--- src/rtl/mips_mc_control.sv ---
// Multi-cycle MIPS-subset control FSM (Moore): FETCH/DECODE/EXEC/MEM/WB/HALT with PC and IR.
// Define MIPS_MC_CONTROL_PERF_EN to add the cycle_cnt/instr_cnt performance counters.
module mips_mc_control #(
    parameter logic [31:0] RESET_PC = 32'h0000_0000
) (
    input  logic        clk,
    input  logic        rst_n,
    output logic        imem_req,
    input  logic        imem_ack,
    input  logic [31:0] instr,
    output logic        dmem_req,
    output logic        dmem_we,
    input  logic        dmem_ack,
    input  logic        alu_zero,
    output logic [31:0] pc,
    output logic [31:0] ir,
    output logic        rf_we,
    output logic        rf_dst_rt,
    output logic        mem_to_reg,
    output logic        alu_src_imm,
    output logic [2:0]  state,
`ifdef MIPS_MC_CONTROL_PERF_EN
    output logic        halt,
    output logic [31:0] cycle_cnt,
    output logic [31:0] instr_cnt
`else
    output logic        halt
`endif
);

    typedef enum logic [2:0] {
        S_FETCH  = 3'd0,
        S_DECODE = 3'd1,
        S_EXEC   = 3'd2,
        S_MEM    = 3'd3,
        S_WB     = 3'd4,
        S_HALT   = 3'd5
    } state_e;

    localparam logic [5:0] OP_RTYPE = 6'h00;
    localparam logic [5:0] OP_ADDI  = 6'h08;
    localparam logic [5:0] OP_LW    = 6'h23;
    localparam logic [5:0] OP_SW    = 6'h2B;
    localparam logic [5:0] OP_BEQ   = 6'h04;
    localparam logic [5:0] OP_J     = 6'h02;

    state_e      state_q, state_d;
    logic [31:0] pc_q, pc_d;
    logic [31:0] ir_q, ir_d;

    logic [5:0] opcode;
    logic       is_rtype, is_addi, is_lw, is_sw, is_beq, is_j, is_legal;

    assign opcode   = ir_q[31:26];
    assign is_rtype = (opcode == OP_RTYPE);
    assign is_addi  = (opcode == OP_ADDI);
    assign is_lw    = (opcode == OP_LW);
    assign is_sw    = (opcode == OP_SW);
    assign is_beq   = (opcode == OP_BEQ);
    assign is_j     = (opcode == OP_J);
    assign is_legal = is_rtype | is_addi | is_lw | is_sw | is_beq | is_j;

    always_comb begin
        state_d = state_q;
        pc_d    = pc_q;
        ir_d    = ir_q;
        case (state_q)
            S_FETCH: begin
                if (imem_ack) begin
                    ir_d    = instr;
                    pc_d    = pc_q + 32'd4;
                    state_d = S_DECODE;
                end
            end
            S_DECODE: begin
                if (is_j) begin
                    pc_d    = {pc_q[31:28], ir_q[25:0], 2'b00};
                    state_d = S_FETCH;
                end else if (!is_legal) begin
                    state_d = S_HALT;
                end else begin
                    state_d = S_EXEC;
                end
            end
            S_EXEC: begin
                if (is_beq) begin
                    // pc already holds the fall-through address, so the offset is PC+4 relative
                    if (alu_zero) begin
                        pc_d = pc_q + {{14{ir_q[15]}}, ir_q[15:0], 2'b00};
                    end
                    state_d = S_FETCH;
                end else if (is_lw || is_sw) begin
                    state_d = S_MEM;
                end else begin
                    state_d = S_WB;
                end
            end
            S_MEM: begin
                if (dmem_ack) begin
                    state_d = is_sw ? S_FETCH : S_WB;
                end
            end
            S_WB:    state_d = S_FETCH;
            S_HALT:  state_d = S_HALT;
            default: state_d = S_FETCH;
        endcase
    end

    always_ff @(posedge clk) begin
        if (!rst_n) begin
            state_q <= S_FETCH;
            pc_q    <= RESET_PC;
            ir_q    <= '0;
        end else begin
            state_q <= state_d;
            pc_q    <= pc_d;
            ir_q    <= ir_d;
        end
    end

    always_comb begin
        imem_req    = 1'b0;
        dmem_req    = 1'b0;
        dmem_we     = 1'b0;
        rf_we       = 1'b0;
        rf_dst_rt   = 1'b0;
        mem_to_reg  = 1'b0;
        alu_src_imm = 1'b0;
        halt        = 1'b0;
        case (state_q)
            S_FETCH: imem_req = 1'b1;
            S_EXEC: begin
                alu_src_imm = is_addi | is_lw | is_sw;
            end
            S_MEM: begin
                dmem_req    = 1'b1;
                dmem_we     = is_sw;
                alu_src_imm = is_addi | is_lw | is_sw;
            end
            S_WB: begin
                rf_we       = 1'b1;
                rf_dst_rt   = is_lw | is_addi;
                mem_to_reg  = is_lw;
                alu_src_imm = is_addi | is_lw | is_sw;
            end
            S_HALT:  halt = 1'b1;
            default: ;
        endcase
    end

    assign pc    = pc_q;
    assign ir    = ir_q;
    assign state = state_q;

`ifdef MIPS_MC_CONTROL_PERF_EN
    logic [31:0] cycle_cnt_q, cycle_cnt_d;
    logic [31:0] instr_cnt_q, instr_cnt_d;

    always_comb begin
        cycle_cnt_d = cycle_cnt_q;
        instr_cnt_d = instr_cnt_q;
        if (state_q != S_HALT) begin
            cycle_cnt_d = cycle_cnt_q + 32'd1;
        end
        // an instruction retires whenever the FSM returns to FETCH from a later state
        if (state_d == S_FETCH && state_q != S_FETCH && state_q != S_HALT) begin
            instr_cnt_d = instr_cnt_q + 32'd1;
        end
    end

    always_ff @(posedge clk) begin
        if (!rst_n) begin
            cycle_cnt_q <= '0;
            instr_cnt_q <= '0;
        end else begin
            cycle_cnt_q <= cycle_cnt_d;
            instr_cnt_q <= instr_cnt_d;
        end
    end

    assign cycle_cnt = cycle_cnt_q;
    assign instr_cnt = instr_cnt_q;
`endif

endmodule
--- config.mk ---
export PLATFORM = sky130hd
export DESIGN_NAME = mips_mc_control
export DESIGN_NICKNAME = d
export VERILOG_FILES = /design/src/rtl/mips_mc_control.sv
export SDC_FILE = /design/constraint.sdc
export NUM_CORES = 1
export LEC_CHECK = 0
export ABC_AREA = 1
export ABC_CLOCK_PERIOD_IN_PS = 3300
export CAP_MARGIN = 20
export CORE_MARGIN = 4
export CORE_UTILIZATION = 33
export CTS_CLUSTER_SIZE = 12
export DETAILED_ROUTE_END_ITERATION = 10
export HOLD_SLACK_MARGIN = 0.15
export PLACE_DENSITY = 0.57
export SLEW_MARGIN = 20
export SYNTH_ARGS = -nofsm -noshare
export SYNTH_HDL_FRONTEND = slang
export SYNTH_SLANG_ARGS = --single-unit
--- constraint.sdc ---
create_clock -name clk -period 3.3 [get_ports clk]
set_input_delay 0.99 -clock clk [delete_from_list [all_inputs] [get_ports clk]]
set_output_delay 0.99 -clock clk [all_outputs]
set_load 0.005 [all_outputs]
==> results of run 1 <==
## power groups by stage
stage	Clock (mW)	Sequential (mW)	Combinational, mW
5_1_grt	1.10	1.41	2.88
6_report	1.06	1.37	2.57
2_1_floorplan	0	1.31	1.45
3_5_place_dp	0	1.38	2.57
4_1_cts	1.08	1.36	2.58
3_3_place_gp	0	1.38	2.56
## kinds of logic (layout without fill, tap and decap cells)
| kind of cell | count (synthesis) | in the layout |
|---|---|---|
| compound gates | 197 | 197 |
| fa+ha+maj | 17 | 17 |
| simple gates | 321 | 321 |
| xor+xnor | 11 | 11 |
| other cells | 1 | 2 |
| buf+inv | 119 | 225 |
| flops | 65 | 65 |
## cell usage in the layout, fill, tap and decap left out, types with 3 or more instances in the layout
cell type	instances
nor2_2	5
nand2_2	9
xor2_1	10
ha_1	16
nand2_1	166
a31oi_1	7
buf_4	9
nand4_1	10
or2_2	3
nand3b_1	3
nor2_1	60
dfxtp_1	65
a21oi_1	104
o21ai_0	64
nand3_1	50
clkbuf_16	9
a41oi_1	9
nor2_4	5
inv_1	87
nor3_1	5
clkdlybuf4s50_1	109
## layout make-up
cell class	instances	area share, %
sequential	65	21.0
timing repair buffer	120	19.4
clock inverter	4	1.23
tap	176	3.56
clock buffer	12	3.98
multi-input combinational	548	45.4
inverter	89	5.40
## metal layers
layer  routed length (um)  vias up  track usage (%)
met5                    0        -                0
met4                  211        0             5.48
met3                 1040       16             4.49
met2                 7260      178             32.9
met1                 7340     2418             27.4
li1                     -     2643                -
## worst min-delay path, cell delays in order (launching register included)
cell	delay, ps
dfxtp_1	320
inv_1	70
a21oi_1	50
## per-stage QoR
stage	instances	hold slack, ps	setup slack [ps]
after CTS	1014	495	206
after detailed placement	998	486	427
final	1014	493	315
after global routing	1014	523	85.1
after global placement	998	482	489
after floorplan	732	460	824
## sequential cells by signal (all words and copies together) (netlist names)
name,count
ir,32
pc,30
state,3
## worst max-delay path by stage
stage                     startpoint       to  slack [ps]  depth (start not counted)
after global routing        state[2]   pc[28]          90                         16
after floorplan             state[2]   pc[28]         820                         15
after global placement      state[2]   pc[30]         490                         15
after detailed placement    state[2]   pc[28]         430                         16
after CTS                     ir[27]  dmem_we         210                          5
final                         ir[28]  dmem_we         310                          4
==> metrics.yaml, run 1 <==
status:
  outcome: "complete, no violations"
clock_tree:
  cts_tree: "yes"
  cts_root_buf: "clkbuf_16"
  cts_buffers: 9
  postCtsResizedCells: 0
  ctsLongestPathBuffers: 2
  clkLatencyLatePin_ps: 340
  post_cts_buffers: 0
  clkSinkCount: 65
  htreeDepth: 3
  clkTransAtPathRegs_ps: 50
  ctsHoldBuffers: 0
critical_path:
  rrSetupSlack_ps: 380
  path_cells: "nor4_2 > inv_1 > nor3_1 > clkdlybuf4s50_1"
  rr_worst_depth: 16
  max_stage_delay_ps: 540
  worstPathArrival_ps: 2000
  path_buf_inv: 2
  critPathKind: "flop to primary output"
  rr_endpoint: "pc[28]"
  regToRegStartpoint: "state[2]"
  worstPathRequired_ps: 2310
  crit_fanout: 6
  crit_family: "buffers and inverters"
  cp-start-kind: "flop"
  cp_slowest_cell: "clkdlybuf4s50_1"
  end_kind: "primary output"
timing:
  max_slew_margin_pct: 42.1
  fin_setup_tns_ps: 0
  fin_crit_sh_pct: 90.5
  hold_viol: 0
  skew_ps: 6.30
  finalSetupViolCount: 0
  finalMaxSlewViolations: 0
  rsz0062_at_grt: "false"
  period_minus_slack_ps: 2990
  tightest_slew_ps: 868
  fmax_mhz: 335
synthesis:
  yosysTopAreaCellShare_pct: 28.5
  synth_xor_area_share_pct: 2.11
  syn_area_um2: 4570
  post-synth-top-count-cell: "nand2_1"
  synth_edf_count: 0
  synthMuxAreaShare_pct: 0
  synth_ff_type: "dfxtp_1"
  synth_compound_area_share_pct: 23.2
  synthSimpleGateAreaFrac_pct: 31.1
  ys_top_cells_by_count: "nand2_1 (166), a21oi_1 (104), inv_1 (87)"
  synth_cells: 731
  yosys.cell_types.count: 44
  synth_fa_ha_area_share_pct: 4.82
  syn_avg_cell_area_um2: 6.25
  synth_top_area_cell: "dfxtp_1"
  synthArstFlopShare_pct: 0
  synth-seq-cells: 65
  ys_seq_area_share_pct: 28.5
  ys_top_cells_by_area: "dfxtp_1 (28%), nand2_1 (14%), a21oi_1 (11%)"
  synth_top_family_by_area: "simple AND/OR/NAND/NOR gates"
  synth_warnings: 0
pwr:
  p_comb_share_pct: 51.5
  power_frac_seq_pct: 27.4
  leakagePower_nw: 2.65
  peakVddDrop_uv: 380
  p_switching_mw: 2.13
  p_clk_share_pct: 21.1
  p_int_mw: 2.86
  swShare_pct: 42.7
  fin_total_pwr_mw: 4.99
  powerDensity_nw_per_um2: 807
final_layout:
  final_cell_area_um2: 6190
  synthToLayoutAreaGrowth_pct: 35.4
  diodes: 0
  regArea_um2: 1300
  multi_input_area_um2: 2810
  nFillCells: 1428
  fin_util_pct: 46.2
  fin_nets: 887
  drive_above_1_share_pct: 6.21
hold_path:
  whs_endpoint: "ir[23]"
  hp-class: "flop to flop"
  min_delay_path_depth: 2
  min_from: "ir[23]"
floorplanning:
  core_region_area_um2: 13400
  rows: 42
  ios: 112
  dieHeight_um: 126
  die_area_um2: 15800
  die_w_um: 126
  initial_utilization_pct: 34.1
detailed_routing:
  vias_per_cell: 5.18
  ant_nets: 0
  finalWirelength_mm: 15.8
  first_iter_violations: 356
  wl_per_cell_um: 15.6
  drc_errors: 0
  drt_first_pass_iters: 5
  via_count: 5255
placed_design:
  gp_congestion: 0.929
  placed_area_um2: 5860
  io_buffers: 109
  place_hpwl_mm: 12.0
grt:
  grt_max_degree: 49
  overflow: 0
  antenna_found_initial: 0
  grt_pass1_wl_mm: 26.4
  grt_pass1_vias: 5192
  grtUsageTotal_pct: 20.3
run:
  drv_cap: 0
(Power assumes the default switching activity.)
==> inputs of run 2 (changes only) <==
- ABC_CLOCK_PERIOD_IN_PS: 3300 -> 3700
- REMOVE_ABC_BUFFERS: not set -> 1
- clock period: 3.3 -> 3.7 ns (I/O delays scaled with it)
==> run 2 against run 1 <==
  * Via count down 1.5%
  * Register-to-register slack better by 180 ps
  * Count of clock-buffer cells in the layout is 1 lower
  * Sequential power decreased by 12%
  * Cell area fell by 0.71%
  * First-iteration DRC count fell by 12%
  * Clock skew about the same
  * Setup slack improved by 170 ps
  * Hold slack lost 22 ps
  * Critical path type unchanged
==> metrics.yaml, run 2 (synthesis results as in run 1) <==
grt:
  grt_pass1_wl_mm: 25.2  # -4.6%
  grtUsageTotal_pct: 19.5  # -0.80 points
  grt.met3_usage_pct: 3.47  # -1.0 points
  overflow: 0  # unchanged
  grt_util_met2_pct: 30.5  # -2.4 points
  grt_pass1_vias: 4998  # -3.7%
  busiest_layer: "met2"
  antenna_found_initial: 0  # unchanged
  grt_use_met1_pct: 27.3  # -0.043 points
  grt_max_degree: 43  # -12%
critical_path:
  crit_fanout: 6  # unchanged
  cp-start-kind: "flop"
  end_kind: "primary output"
  rr_worst_depth: 15  # -1
  critPathKind: "flop to primary output"
  rrSetupSlack_ps: 560  # +180 ps
  worstPathArrival_ps: 2110  # +110 ps
  worstPathRequired_ps: 2590  # +280 ps
hold_path:
  min_delay_path_depth: 2  # unchanged
  hp-class: "flop to flop"
timing:
  fmax_mhz: 311
  finalSetupViolCount: 0  # unchanged
  finalMaxSlewViolations: 0  # unchanged
  fin_setup_tns_ps: 0  # unchanged
  period_minus_slack_ps: 3220
  max_slew_margin_pct: 43.7  # +1.7 points
  rsz0062_at_grt: "false"
  tightest_slew_ps: 843  # -25.2 ps
  fin_crit_sh_pct: 87.0
  skew_ps: 5.85  # -0.446 ps
  hold_viol: 0  # unchanged
detailed_routing:
  first_iter_violations: 312  # -12%
  finalWirelength_mm: 15.7  # -1.1%
  ant_nets: 0  # unchanged
  wl_per_cell_um: 15.5  # -1.1%
  drc_errors: 0  # unchanged
  drt_first_pass_iters: 7  # +2
  vias_per_cell: 5.10  # -1.5%
  via_count: 5175  # -1.5%
clock_tree:
  cts_buffers: 9  # unchanged
  htreeDepth: 3  # unchanged
  cts_tree: "yes"
  postCtsResizedCells: 0  # unchanged
  cts_root_buf: "clkbuf_16"
  post_cts_buffers: 0  # unchanged
  clkLatencyLatePin_ps: 340  # about the same
  clkTransAtPathRegs_ps: 50  # about the same
  ctsHoldBuffers: 0  # unchanged
  clkSinkCount: 65  # unchanged
  ctsLongestPathBuffers: 2  # unchanged
status:
  outcome: "complete, no violations"
floorplanning:
  ios: 112  # unchanged
  initial_utilization_pct: 34.1  # unchanged
  dieHeight_um: 126  # unchanged
  die_w_um: 126  # unchanged
  core_region_area_um2: 13400  # unchanged
  die_area_um2: 15800  # unchanged
  rows: 42  # unchanged
pwr:
  fin_total_pwr_mw: 4.36  # -13%
  powerDensity_nw_per_um2: 709  # -12%
  leakagePower_nw: 2.64  # -0.61%
  peakVddDrop_uv: 251  # -34%
final_layout:
  final_common_cell: "nand2_1"
  nFillCells: 1407  # -1.5%
  drive_above_1_share_pct: 6.21  # unchanged
  diodes: 0  # unchanged
  fin_nets: 887  # unchanged
  synthToLayoutAreaGrowth_pct: 34.4
  largest_reg_flops: 32  # unchanged
  final_cells: 1014  # unchanged
  layout_common_cells: "nand2_1 (166), clkdlybuf4s50_1 (109), a21oi_1 (104), inv_1 (87), dfxtp_1 (65)"
  final_cell_area_um2: 6140  # -0.71%
placed_design:
  gp_congestion: 0.931  # +0.23%
  dp.cells: 998  # unchanged
  place_hpwl_mm: 11.9  # -1.2%
  io_buffers: 109  # unchanged
  placed_area_um2: 5850  # -0.21%
run:
  drv_cap: 0  # unchanged
-- run 2: cell types whose count changed in the layout (fill, tap and decap cells not counted), sizes merged --
cell / previous run / this run
clkinvlp: 1 / 2
clkinv: 2 / 3
bufinv: 2 / 1
clkbuf: 12 / 11
-- run 2: through the flow --
stage	utilization, %	worst slack [ps]	hold slack [ps]
4_1_cts	45.9	419	474
6_report	45.9	483	470
3_5_place_dp	43.6	537	465
5_1_grt	45.9	145	494
2_1_floorplan	-	335	460
3_3_place_gp	43.6	701	459
-- run 2: path summary, 6_finish.rpt --
path | startpoint | endpoint
min reg2reg | ir[24] | ir[24]
max reg2reg | state[1] | pc[28]
max | ir[28] | alu_src_imm
min | ir[24] | ir[24]
-- run 2: routing by layer --
| metal | up-vias | share of wire (%) |
|---|---|---|
| li1 | 2631 | - |
| met1 | 2369 | 48 |
| met2 | 157 | 44 |
| met3 | 18 | 5.6 |
| met4 | 0 | 1.8 |
| met5 | - | 0 |
-- run 2: power breakdown --
group | total [mW] | switching [mW] | internal [mW]
registers | 1.20 | 0.254 | 0.950
logic | 2.28 | 1.31 | 0.979
clock network | 0.868 | 0.330 | 0.538
total | 4.36 | 1.89 | 2.47
-- run 2: final cells by class --
type                    count  area (um2)  share of cell area, %
repair buffers            120        1190                   19.3
multi-input cells         548        2810                   45.7
well taps                 176         220                   3.58
flip-flops and latches     65        1300                   21.2
inverters                  89         334                   5.44
clock buffers              11         243                   3.95
clock inverters             5        55.1                  0.896
-- run 2: critical path: stages, from the launching register on --
cell and delay (ps):
dfxtp_1 360, nor4_1 500, inv_1 190, a22oi_1 190
clkdlybuf4s50_1 530
